===== src/rtl/layer_output_sequencer_if.sv =====
// Bundles the layer-to-layer hand-off: parallel neuron results in, serial stream and status out.
// Latency: none, wiring only.
// Backpressure: out_stall travels from the stream consumer back to the sequencer.
interface layer_output_sequencer_if #(
    parameter int NN        = 10,
    parameter int dataWidth = 16
);
    localparam int IW = $clog2(NN);

    logic [NN-1:0]           o_valid;
    logic [NN*dataWidth-1:0] x_out;
    logic                    out_stall;
    logic                    x_valid;
    logic [dataWidth-1:0]    x_in;
    logic                    layer_done;
    logic                    overrun;
    logic [IW-1:0]           max_idx;

    // master: the environment (source layer, downstream stall, status observer)
    modport master (
        output o_valid, x_out, out_stall,
        input  x_valid, x_in, layer_done, overrun, max_idx
    );

    // slave: the sequencer itself
    modport slave (
        input  o_valid, x_out, out_stall,
        output x_valid, x_in, layer_done, overrun, max_idx
    );
endinterface


===== src/rtl/layer_output_sequencer.sv =====
// Collects NN parallel neuron results, replays them as a serial (x_in, x_valid) stream; optional argmax (MAXFIND_EN).
// Latency: first beat in the cycle after the last result bit arrives; layer_done the cycle after the last beat.
// Backpressure: out_stall freezes the stream (x_valid low, index and data held); no beat is lost or repeated.
module layer_output_sequencer #(
    parameter int NN        = 10,
    parameter int dataWidth = 16
) (
    input logic                     clk,
    input logic                     rst,
    layer_output_sequencer_if.slave bus
);
    localparam int            IW       = $clog2(NN);
    localparam logic [IW-1:0] LAST_IDX = IW'(NN - 1);

    typedef enum logic {
        ST_COLLECT,
        ST_SEND
    } state_t;

    state_t               state_q;
    state_t               state_d;
    logic [dataWidth-1:0] data_q [NN];
    logic [NN-1:0]        mask_q;
    logic [NN-1:0]        mask_all;
    logic [IW-1:0]        idx_q;
    logic                 layer_done_q;
    logic                 overrun_q;
    logic                 frame_full;
    logic                 beat_vld;
    logic                 last_beat;
    logic [dataWidth-1:0] cur_dat;

    // A frame is complete once every slot is either already pending or arriving now.
    assign mask_all   = mask_q | bus.o_valid;
    assign frame_full = &mask_all;
    assign beat_vld   = (state_q == ST_SEND) && !bus.out_stall;
    assign last_beat  = beat_vld && (idx_q == LAST_IDX);
    assign cur_dat    = data_q[idx_q];

    // State register.
    always_ff @(posedge clk or negedge rst) begin
        if (!rst) state_q <= ST_COLLECT;
        else      state_q <= state_d;
    end

    // Next state: collect until every slot is filled, send until the last beat leaves.
    always_comb begin
        state_d = state_q;
        case (state_q)
            ST_COLLECT: if (frame_full) state_d = ST_SEND;
            ST_SEND:    if (last_beat)  state_d = ST_COLLECT;
            default:    state_d = ST_COLLECT;
        endcase
    end

    // Capture results while collecting; a repeat pulse on a filled slot overwrites it.
    always_ff @(posedge clk or negedge rst) begin
        if (!rst) begin
            for (int i = 0; i < NN; i++) data_q[i] <= '0;
            mask_q <= '0;
        end else if (state_q == ST_COLLECT) begin
            for (int i = 0; i < NN; i++) begin
                if (bus.o_valid[i]) data_q[i] <= bus.x_out[i*dataWidth +: dataWidth];
            end
            mask_q <= mask_all;
        end else if (last_beat) begin
            mask_q <= '0;
        end
    end

    // Stream index: parked at 0 while collecting, advances only on emitted beats.
    always_ff @(posedge clk or negedge rst) begin
        if (!rst) begin
            idx_q <= '0;
        end else if (state_q == ST_COLLECT || last_beat) begin
            idx_q <= '0;
        end else if (beat_vld) begin
            idx_q <= idx_q + IW'(1);
        end
    end

    // Frame-done pulse and sticky overrun (results arriving while the buffer is busy sending).
    always_ff @(posedge clk or negedge rst) begin
        if (!rst) begin
            layer_done_q <= 1'b0;
            overrun_q    <= 1'b0;
        end else begin
            layer_done_q <= last_beat;
            overrun_q    <= overrun_q | ((state_q == ST_SEND) && (|bus.o_valid));
        end
    end

    assign bus.x_valid    = beat_vld;
    assign bus.x_in       = (state_q == ST_SEND) ? cur_dat : '0;
    assign bus.layer_done = layer_done_q;
    assign bus.overrun    = overrun_q;

`ifdef MAXFIND_EN
    logic signed [dataWidth-1:0] run_max_q;
    logic [IW-1:0]               run_idx_q;
    logic [IW-1:0]               max_idx_q;
    logic                        take;

    // First beat always seeds the max; later beats replace it only when strictly greater.
    assign take = (idx_q == '0) || ($signed(cur_dat) > run_max_q);

    // Running signed max over emitted beats; result published with the layer_done pulse.
    always_ff @(posedge clk or negedge rst) begin
        if (!rst) begin
            run_max_q <= '0;
            run_idx_q <= '0;
            max_idx_q <= '0;
        end else if (beat_vld) begin
            if (take) begin
                run_max_q <= $signed(cur_dat);
                run_idx_q <= idx_q;
            end
            if (last_beat) max_idx_q <= take ? idx_q : run_idx_q;
        end
    end

    assign bus.max_idx = max_idx_q;
`else
    assign bus.max_idx = '0;
`endif
endmodule


===== src/flat_wrapper.sv =====
// flat-port wrapper written by rule: the top's interface ports become plain ports
module layer_output_sequencer_flat 
#(
    parameter int NN        = 10,
    parameter int dataWidth = 16
)
  (clk, rst, bus_o_valid, bus_x_out, bus_out_stall, bus_x_valid, bus_x_in, bus_layer_done, bus_overrun, bus_max_idx);
  layer_output_sequencer_if #(.NN(NN), .dataWidth(dataWidth)) bus_i ();
  input logic clk;
  input logic rst;
  input wire logic [$bits(bus_i.o_valid)-1:0] bus_o_valid;
  input wire logic [$bits(bus_i.x_out)-1:0] bus_x_out;
  input wire logic [$bits(bus_i.out_stall)-1:0] bus_out_stall;
  output wire logic [$bits(bus_i.x_valid)-1:0] bus_x_valid;
  output wire logic [$bits(bus_i.x_in)-1:0] bus_x_in;
  output wire logic [$bits(bus_i.layer_done)-1:0] bus_layer_done;
  output wire logic [$bits(bus_i.overrun)-1:0] bus_overrun;
  output wire logic [$bits(bus_i.max_idx)-1:0] bus_max_idx;
  assign bus_i.o_valid = bus_o_valid;
  assign bus_i.x_out = bus_x_out;
  assign bus_i.out_stall = bus_out_stall;
  assign bus_x_valid = bus_i.x_valid;
  assign bus_x_in = bus_i.x_in;
  assign bus_layer_done = bus_i.layer_done;
  assign bus_overrun = bus_i.overrun;
  assign bus_max_idx = bus_i.max_idx;
  layer_output_sequencer #(.NN(NN), .dataWidth(dataWidth)) u_core (.clk(clk), .rst(rst), .bus(bus_i));
endmodule

===== config.mk =====
export PLATFORM = sky130hd
export DESIGN_NAME = layer_output_sequencer_flat
export DESIGN_NICKNAME = d
export VERILOG_FILES = /design/src/rtl/layer_output_sequencer_if.sv /design/src/rtl/layer_output_sequencer.sv /design/src/flat_wrapper.sv
export SDC_FILE = /design/constraint.sdc
export NUM_CORES = 1
export LEC_CHECK = 0
export CORE_MARGIN = 4
export CORE_UTILIZATION = 54
export DETAILED_ROUTE_END_ITERATION = 10
export PLACE_DENSITY = 0.84
export SETUP_SLACK_MARGIN = 0.05
export SLEW_MARGIN = 10
export SYNTH_ARGS = -nofsm -noshare
export SYNTH_HDL_FRONTEND = slang
export SYNTH_SLANG_ARGS = --single-unit

===== constraint.sdc =====
create_clock -name clk -period 3.9 [get_ports clk]
set_input_delay 0.78 -clock clk [delete_from_list [all_inputs] [get_ports clk]]
set_output_delay 0.78 -clock clk [all_outputs]
set_load 0.03 [all_outputs]

==> flow_summary.toml, run 1 <==
[outcome]
run_status = "finished clean"

[place]
io_buffer_count = 191
place.gp.congestion = 0.8773
place_ws_ns = 0.4927
dp_hpwl_um = 16430

[clocking]
clockBufferDepth = 2
clockRootBuffer = "clkbuf_16"
path_clk_slew_ns = 0.07
worstSkewPairLatency_ns = 0.43
cts_buffers = 17
cts_tree = "built"
cts.sinks = 177
cts-htree-levels = 4

[synthesis]
avgSynthCellArea_um2 = 14.32
syn_area_mm2 = 0.008392
ys_top_cells_by_area = "dfrtp_1 (53%), mux2_2 (23%), mux4_2 (4.3%), a211oi_2 (4.2%), mux2i_1 (3.8%)"
synth.largest_area_cell = "dfrtp_1"
synth_seq_cells = 177
netlist.area_leader.share = 0.5278
seq_area_frac_synth = 0.5278
synth_cell_type_count = 37
syn-instance-count = 586
yosys_warnings = 0

[power]
cellLeakagePower_nw = 4.380
internal-power_w = 0.005900
p_seq_frac = 0.365
combPwrFrac = 0.447
power_density_mw_per_mm2 = 833.9
switching_share = 0.3585
power.switching_w = 0.003297
p_clk_frac = 0.188
ir_drop_mv = 0.4682

[global_route]
grt_start_max_net_pins = 100
grt_overflow = 0
antenna_found_initial = 0
grt_pass1_vias = 6382
grt_pass1_wl_um = 35200
grt_usage = 0.2615

[setup_path]
regToRegSetupSlack_ns = 1.62
crit_buf_inv = 2
crit_required_ns = 3.12
worstReg2RegEnd = "u_core.mask_q[5]"
timing.rr.start = "u_core.state_q"
worstRegToRegCells = 5
crit_type = "register to primary output"
critPathMaxFanout = 16
max_stage_delay_ns = 0.73
cp-startpoint = "u_core.idx_q[2]"
slowest_stage = "clkdlybuf4s50_1"
arrival_ns = 2.96
startpoint_type = "register"
cp_top_family = "buffers and inverters"
crit_chain = "buf_4 -> and2_1 -> a221o_1 -> a211oi_2 -> clkdlybuf4s50_1"
end_kind = "primary output"

[die]
die_area_mm2 = 0.01760
num_rows = 45
fp.dieW_um = 132.7
die_height_um = 132.7
core_mm2 = 0.01520
initial_core_util = 0.5520
io_pins = 196

[timing]
finalMaxSlewViolations = 0
worst_slew_pin_slew_ns = 1.039
slew-limit-headroom = 0.3040
holdWs_ns = 0.4147
finalHoldViolations = 0
setup_violations = 0
fin_worst_skew_ns = 0.006043
timing.fmax_ghz = 0.2677
setup_slack_ns = 0.1644
rsz0062_at_grt = "false"
setup_tns_ns = 0
period_needed_ns = 3.736
min_period_over_period = 0.9579

[drt]
drc = 0
finalWirelength_um = 22720
drtIter0Drc = 331
num_vias = 5764
drtPass1Iterations = 5
ant_nets = 0
avgViaCountPerCell = 5.948
wire_per_inst_um = 23.45

[final_layout]
antenna_cells = 0
regArea_mm2 = 0.004433
n_fill_cell = 971
syn_to_final_growth_pct = 31.43
multiInputGateArea_mm2 = 0.003684
layout-drive-gt1-share = 0.3560
nNetsFinal = 943

[job]
maxCapViolations = 0

[min_path]
min_path_type = "input pin to async pin"
-- synthesized netlist by cell type, drive strengths merged --
cell type	number
mux2i	32
a21boi	1
a211oi	32
o21ai	3
and2	1
nor3b	1
mux2	176
nand2	18
or4	1
dfrtp	177
conb	1
nor2b	11
inv	2
a221o	16
nand3b	2
nor3	1
mux4	16
clkbuf	10
nor2	25
a21oi	3
o31ai	1
nor4bb	1
or3	2
xor2	1
buf	40
o21bai	1
nand3	1
nor4	2
a21o	1
and3b	1
o22ai	4
ha	2
-- power groups by stage --
stage | combinational, W | clock (W) | sequential, W
after floorplan | 0.00297 | 0 | 0.00310
after global placement | 0.00393 | 0 | 0.00332
after detailed placement | 0.00405 | 0 | 0.00339
after CTS | 0.00411 | 0.00174 | 0.00335
after global routing | 0.00434 | 0.00182 | 0.00346
final | 0.00411 | 0.00173 | 0.00336
-- how the worst max path moves through the flow --
| stage | depth (start not counted) | to | slack, ns |
|---|---|---|---|
| global route | 5 | bus_x_in[4] | 0.07 |
| global placement | 4 | bus_x_in[9] | 0.52 |
| CTS | 5 | bus_x_in[15] | 0.17 |
| finish | 5 | bus_x_in[11] | 0.16 |
| floorplan | 6 | bus_x_in[0] | 1.12 |
| detailed placement | 5 | bus_x_in[15] | 0.49 |
-- area by class of cell --
type	instances	share of cell area
Multi-Input combinational cell	360	0.3340
Sequential cell	177	0.4019
Timing Repair Buffer	210	0.1881
Inverter	2	0.0006807
Tap cell	188	0.02133
Clock inverter	15	0.01543
Clock buffer	17	0.03857
-- state kept, by name, summed over array words and instances (netlist names) --
register,flops
u_core.bus.layer_done,1
u_core.idx_q,4
u_core.data_q,160
u_core.mask_q,10
u_core.state_q,1
u_core.bus.overrun,1
-- metal layers --
layer,vias up,wire (um),global-route usage
met5,-,0,0
met4,0,674,0.09700
met1,2966,9322,0.3363
met3,36,1521,0.06654
met2,252,11210,0.4311
li1,2510,-,-
-- what timing repair did --
action / CTS / global route
gates resized for setup: 1 / 1
hold buffers: 0 / 0
buffers inserted: 1 / 0
setup endpoints to repair: 2 / 1
-- logic make-up (layout without fill, tap and decap cells) --
kind of cell	after synthesis	count (layout)	share of synthesized area
AOI/OAI and AO/OA	62	62	0.07455
muxes	224	224	0.3173
DFF	177	177	0.5278
xor gates and xnor gates	1	1	0.001044
buffers and inverters	52	244	0.03713
and+or+nand+nor	67	67	0.03876
adders and majority gates	2	2	0.002981
other	1	4	0.0004469
-- cells in the final DEF (no fill, tap or decap), types with 5 or more instances in the layout --
cell,n
clkbuf_16,17
a221o_1,16
a211oi_2,28
nor2b_1,5
nor2_1,25
nand2_1,18
buf_4,17
clkdlybuf4s50_1,189
mux2_2,174
mux4_2,16
dfrtp_1,176
inv_6,7
mux2i_1,32
nor2b_2,6
-- stage by stage --
| step | power, W | util | cell area, um2 | cells |
|---|---|---|---|---|
| after CTS | 0.009203 | 0.7254 | 11030 | 969 |
| final | 0.009197 | 0.7255 | 11030 | 969 |
| after detailed placement | 0.007440 | 0.6853 | 10420 | 936 |
| after floorplan | 0.006076 | - | 8403 | 589 |
| after global placement | 0.007252 | 0.6853 | 10420 | 936 |
| after global routing | 0.009623 | 0.7255 | 11030 | 969 |
Note: power is estimated with default switching activity, not from simulation.
==> run 2, diff against run 1 <==
--- a/config.mk
+++ b/config.mk
@@ -6,8 +6,11 @@
 export NUM_CORES = 1
 export LEC_CHECK = 0
+export CAP_MARGIN = 20
+export CELL_PAD_IN_SITES_DETAIL_PLACEMENT = 1
+export CELL_PAD_IN_SITES_GLOBAL_PLACEMENT = 2
 export CORE_MARGIN = 4
-export CORE_UTILIZATION = 54
+export CORE_UTILIZATION = 37
 export DETAILED_ROUTE_END_ITERATION = 10
-export PLACE_DENSITY = 0.84
+export PLACE_DENSITY = 0.85
 export SETUP_SLACK_MARGIN = 0.05
 export SLEW_MARGIN = 10
==> constraint.sdc (replaced) <==
create_clock -name clk -period 3.9 [get_ports clk]
set_input_delay 0.78 -clock clk [delete_from_list [all_inputs] [get_ports clk]]
set_output_delay 0.78 -clock clk [all_outputs]
set_load 0.01 [all_outputs]
==> run 2 against run 1 <==
Combinational power shrank 7.3%. Clock power up 9%. Worst hold slack lost 0.035 ns. Via count shrank 2.7%. Critical path depth fell by 1. Largest power group unchanged. Worst setup slack better by 0.049 ns. Largest cell class unchanged. Count of clock-buffer cells in the layout rose by 2. Critical endpoint is now bus_x_in[10]. Die area rose by 43%. Maximum frequency rose by 1.3%.
==> flow_summary.toml, run 2 (synthesized netlist as in run 1, its figures left out) <==
[clocking]
cts-htree-levels = 4
clockRootBuffer = "clkbuf_16"
clockBufferDepth = 2
cts_buffers = 17
cts.sinks = 177
post_cts_resized = 0
cts_setup_buffers = 0
path_clk_slew_ns = 0.06
worstSkewPairLatency_ns = 0.43
cts_hold_buf = 0
cts_tree = "built"

[setup_path]
crit_chain = "and2_1 -> a221o_1 -> a211oi_2 -> clkdlybuf4s50_1"
critPathMaxFanout = 16
startpoint_type = "register"
crit_required_ns = 3.12
crit_type = "register to primary output"
timing.rr.start = "u_core.idx_q[1]"
worstRegToRegCells = 6
regToRegSetupSlack_ns = 1.86
slowest_stage = "clkdlybuf4s50_1"
arrival_ns = 2.91
worstReg2RegEnd = "u_core.idx_q[1]"
end_kind = "primary output"
max_stage_delay_ns = 0.62

[power]
ir_drop_mv = 0.3836
cellLeakagePower_nw = 4.429
power_density_mw_per_mm2 = 813.0
combPwrFrac = 0.417
p_clk_frac = 0.207
internal-power_w = 0.006113
switching_share = 0.3308
power.switching_w = 0.003022
p_seq_frac = 0.376

[global_route]
busiest_layer = "met2"
grt_pass1_wl_um = 37800
use_met2 = 0.3569
grt_pass1_vias = 6503
grt_usage = 0.2016
grt_start_max_net_pins = 81
grt_overflow = 0
met3_usage = 0.03697
antenna_found_initial = 0
met1_usage = 0.2503

[final_layout]
final_cell_mix = "clkdlybuf4s50_1 (190), dfrtp_1 (176), mux2_2 (174)"
largest_reg_flops = 160
largest_register = "u_core.data_q"
antenna_cells = 0
syn_to_final_growth_pct = 33.90
layout-drive-gt1-share = 0.3622
multiInputGateArea_mm2 = 0.003694
final_common_cell = "clkdlybuf4s50_1"
n_fill_cell = 2165
fin_cells = 1064
nNetsFinal = 946
reg_top3 = "u_core.data_q: 160 flops, u_core.mask_q: 10 flops, u_core.idx_q: 4 flops"
regArea_mm2 = 0.004433

[timing]
min_period_over_period = 0.9453
finalMaxSlewViolations = 0
timing.fmax_ghz = 0.2712
slew-limit-headroom = 0.3204
rsz0062_at_grt = "false"
period_needed_ns = 3.687
setup_tns_ns = 0
finalHoldViolations = 0
worst_slew_pin_slew_ns = 1.015
fin_worst_skew_ns = 0.01217
setup_violations = 0

[drt]
drc = 0
ant_nets = 0
wire_per_inst_um = 23.70
finalWirelength_um = 25210
avgViaCountPerCell = 5.269
drtPass1Iterations = 4
drtIter0Drc = 234
num_vias = 5606

[job]
maxCapViolations = 0

[outcome]
run_status = "finished clean"

[die]
initial_core_util = 0.3798
io_pins = 196
die_area_mm2 = 0.02515
num_rows = 54
core_mm2 = 0.02209
fp.dieW_um = 158.6
die_height_um = 158.6

[place]
place.gp.congestion = 0.8457
dp_hpwl_um = 19110
dp_cells = 1032
io_buffer_count = 191

[min_path]
min_path_type = "input pin to async pin"
[run 2: how the worst max path moves through the flow]
stage / startpoint / endpoint / slack (ns) / cells past startpoint
2_1_floorplan: u_core.idx_q[0] / bus_x_in[0] / 1.54 / 6
3_3_place_gp: u_core.idx_q[2] / bus_x_in[15] / 0.67 / 6
3_5_place_dp: u_core.idx_q[0] / bus_x_in[3] / 0.65 / 5
4_1_cts: u_core.idx_q[0] / bus_x_in[3] / 0.18 / 5
5_1_grt: u_core.idx_q[1] / bus_x_in[9] / 0.06 / 4
6_report: u_core.idx_q[2] / bus_x_in[10] / 0.21 / 4
[run 2: layout make-up]
cell class,instances,area share
Sequential cell,177,0.3945
Multi-Input combinational cell,360,0.3287
Timing Repair Buffer,213,0.1872
Clock buffer,19,0.03942
Tap cell,280,0.03118
Clock inverter,13,0.01837
Inverter,2,0.0006681
[run 2: per-stage QoR]
| step | area [um2] | power, W | hold slack (ns) | setup slack [ns] | util |
|---|---|---|---|---|---|
| 3_3_place_gp | 10590 | 0.007068 | 0.4566 | 0.6659 | 0.4792 |
| 3_5_place_dp | 10590 | 0.007283 | 0.4827 | 0.6538 | 0.4792 |
| 5_1_grt | 11240 | 0.009625 | 0.4283 | 0.06329 | 0.5086 |
| 2_1_floorplan | 8403 | 0.005761 | 0.4578 | 1.544 | - |
| 6_report | 11240 | 0.009135 | 0.3796 | 0.2133 | 0.5086 |
| 4_1_cts | 11240 | 0.009222 | 0.4111 | 0.1785 | 0.5086 |
[run 2: critical path: cells and delay by family, from the launching register on]
family	cells	cell delay [ns]
flops	1	0.58
simple gates	1	0.49
buf+inv	1	0.62
compound gates	2	0.79
[run 2: layer usage]
layer / vias up / wire length (um) / part of all wire
met5: - / 0 / 0
met4: 0 / 417 / 0.017
met3: 23 / 1017 / 0.040
met2: 135 / 13440 / 0.53
met1: 2932 / 10340 / 0.41
li1: 2516 / - / -
[run 2: power by group through the flow]
stage	sequential (W)	combinational, W	clock (W)
floorplan	0.00310	0.00266	0
global placement	0.00338	0.00369	0
detailed placement	0.00346	0.00382	0
CTS	0.00344	0.00385	0.00193
global route	0.00354	0.00407	0.00202
finish	0.00344	0.00381	0.00189
==> run 3, diff against run 2 <==
- CORE_UTILIZATION: 37 -> 34
- PLACE_DENSITY: 0.85 -> 0.79
- SLEW_MARGIN: 10 -> not set
- clock period: 3.9 -> 3.8 ns (I/O delays scaled with it)
==> run 3 against run 2 <==
Wire length increased by 3.4%. Worst setup slack worse by 0.044 ns. Non-clock buffer count is 2 higher. Critical path depth up 1. Sequential share of layout area shrank 0.19 points. Highest routed layer unchanged.
==> flow_summary.toml, run 3 (synthesized netlist as in run 1, its figures left out) <==
[setup_path]
crit_type = "register to primary output"
end_kind = "primary output"
crit_chain = "buf_12 -> mux4_2 -> a211oi_2 -> a211oi_2 -> clkdlybuf4s50_1"
max_stage_delay_ns = 0.73
critPathMaxFanout = 29
arrival_ns = 2.87
startpoint_type = "register"
slowest_stage = "dfrtp_4"
path_common_cell = "a211oi_2"
crit_required_ns = 3.04

[timing]
rsz0062_at_grt = "false"
timing.fmax_ghz = 0.2755
min_period_over_period = 0.9553
setup_violations = 0
worst_slew_pin_slew_ns = 0.9436
finalHoldViolations = 0
setup_tns_ns = 0
slew-limit-headroom = 0.3696
period_needed_ns = 3.630
fin_worst_skew_ns = 0.006731
finalMaxSlewViolations = 0
setup_slack_ns = 0.1697

[place]
placed_area_mm2 = 0.01066
dp_cells = 1078
io_buffer_count = 191
dp_hpwl_um = 19420
place.gp.congestion = 0.8256
place_ws_ns = 0.5895

[clocking]
cts_setup_buffers = 0
clockRootBuffer = "clkbuf_16"
path_clk_slew_ns = 0.07
cts_buffers = 17
cts_tree = "built"
cts_hold_buf = 0
clockBufferDepth = 2
cts-htree-levels = 4
cts.sinks = 177
worstSkewPairLatency_ns = 0.42
post_cts_resized = 0

[drt]
finalWirelength_um = 26070
drc = 0
avgViaCountPerCell = 5.101
num_vias = 5662
drtPass1Iterations = 4
drtIter0Drc = 237
ant_nets = 0
wire_per_inst_um = 23.49

[final_layout]
largest_reg_flops = 160
regArea_mm2 = 0.004433
nNetsFinal = 948
multiInputGateArea_mm2 = 0.003694
stdcell_area_mm2 = 0.01129
reg_top3 = "u_core.data_q: 160 flops, u_core.mask_q: 10 flops, u_core.idx_q: 4 flops"
syn_to_final_growth_pct = 34.56
antenna_cells = 0
final_cell_mix = "clkdlybuf4s50_1 (190), dfrtp_1 (176), mux2_2 (174)"
n_fill_cell = 2483
fin_cells = 1110
largest_register = "u_core.data_q"
layout-drive-gt1-share = 0.3651
final_common_cell = "clkdlybuf4s50_1"

[power]
switching_share = 0.3338
combPwrFrac = 0.416
p_seq_frac = 0.381
cellLeakagePower_nw = 4.436
power.switching_w = 0.003100
p_clk_frac = 0.203
internal-power_w = 0.006187
power_density_mw_per_mm2 = 822.5
ir_drop_mv = 0.2972

[die]
fp.dieW_um = 165.1
core_mm2 = 0.02432
die_area_mm2 = 0.02726
initial_core_util = 0.3451
io_pins = 196
num_rows = 57
die_height_um = 165.1

[min_path]
min_path_type = "input pin to async pin"

[global_route]
grt_usage = 0.1918
grt_pass1_wl_um = 38830
grt_pass1_vias = 6468
grt_overflow = 0
antenna_found_initial = 0
grt_start_max_net_pins = 70

[job]
maxCapViolations = 0

[outcome]
run_status = "finished clean"
run 3: path summary, 6_finish.rpt:
| check | from | slack (ns) | cells past startpoint | to |
|---|---|---|---|---|
| worst min-delay path | rst | 0.33 | 1 | u_core.data_q[39] |
| worst max register to register | u_core.idx_q[0] | 1.83 | 5 | u_core.state_q |
| worst max-delay path | u_core.idx_q[0] | 0.17 | 5 | bus_x_in[13] |
| worst min register to register | u_core.bus.overrun | 0.48 | 1 | u_core.bus.overrun |
| min in group clk | u_core.bus.overrun | 0.48 | 1 | u_core.bus.overrun |
| max in group asynchronous | rst | 2.40 | 2 | u_core.data_q[5] |
run 3: area by class of cell:
type / instances / share of cell area
clock buffers: 20 / 0.04133
clock inverters: 12 / 0.01485
inverters: 2 / 0.0006648
multi-input cells: 360 / 0.3271
flip-flops and latches: 177 / 0.3926
well taps: 324 / 0.03590
repair buffers: 215 / 0.1876
run 3: through the flow:
stage          power (W)    util  hold slack (ns)
6_report        0.009287  0.4643           0.3328
5_1_grt         0.009804  0.4643           0.3492
4_1_cts         0.009391  0.4643           0.3350
3_5_place_dp    0.007443  0.4382           0.4749
3_3_place_gp    0.007258  0.4382           0.4562
2_1_floorplan   0.005912       -           0.4578
run 3: power by group through the flow:
stage / Clock (W) / Combinational [W] / Sequential, W
floorplan: 0 / 0.00273 / 0.00318
global placement: 0 / 0.00375 / 0.00351
detailed placement: 0 / 0.00389 / 0.00356
CTS: 0.00193 / 0.00392 / 0.00354
global route: 0.00202 / 0.00414 / 0.00365
finish: 0.00188 / 0.00386 / 0.00354
run 3: worst max-delay path, delay by kind of cell (launching register included):
| kind | cells | cell delay, ns |
|---|---|---|
| flip-flops | 1 | 0.73 |
| AO/OA/AOI/OAI | 2 | 0.32 |
| buffers and inverters | 2 | 0.78 |
| multiplexers | 1 | 0.59 |
run 3: metal layers:
metal / GRT usage / wire length, um
met3: 0.03450 / 1368
met2: 0.3048 / 12270
met4: 0.05482 / 461
met1: 0.2700 / 11970
met5: 0 / 0
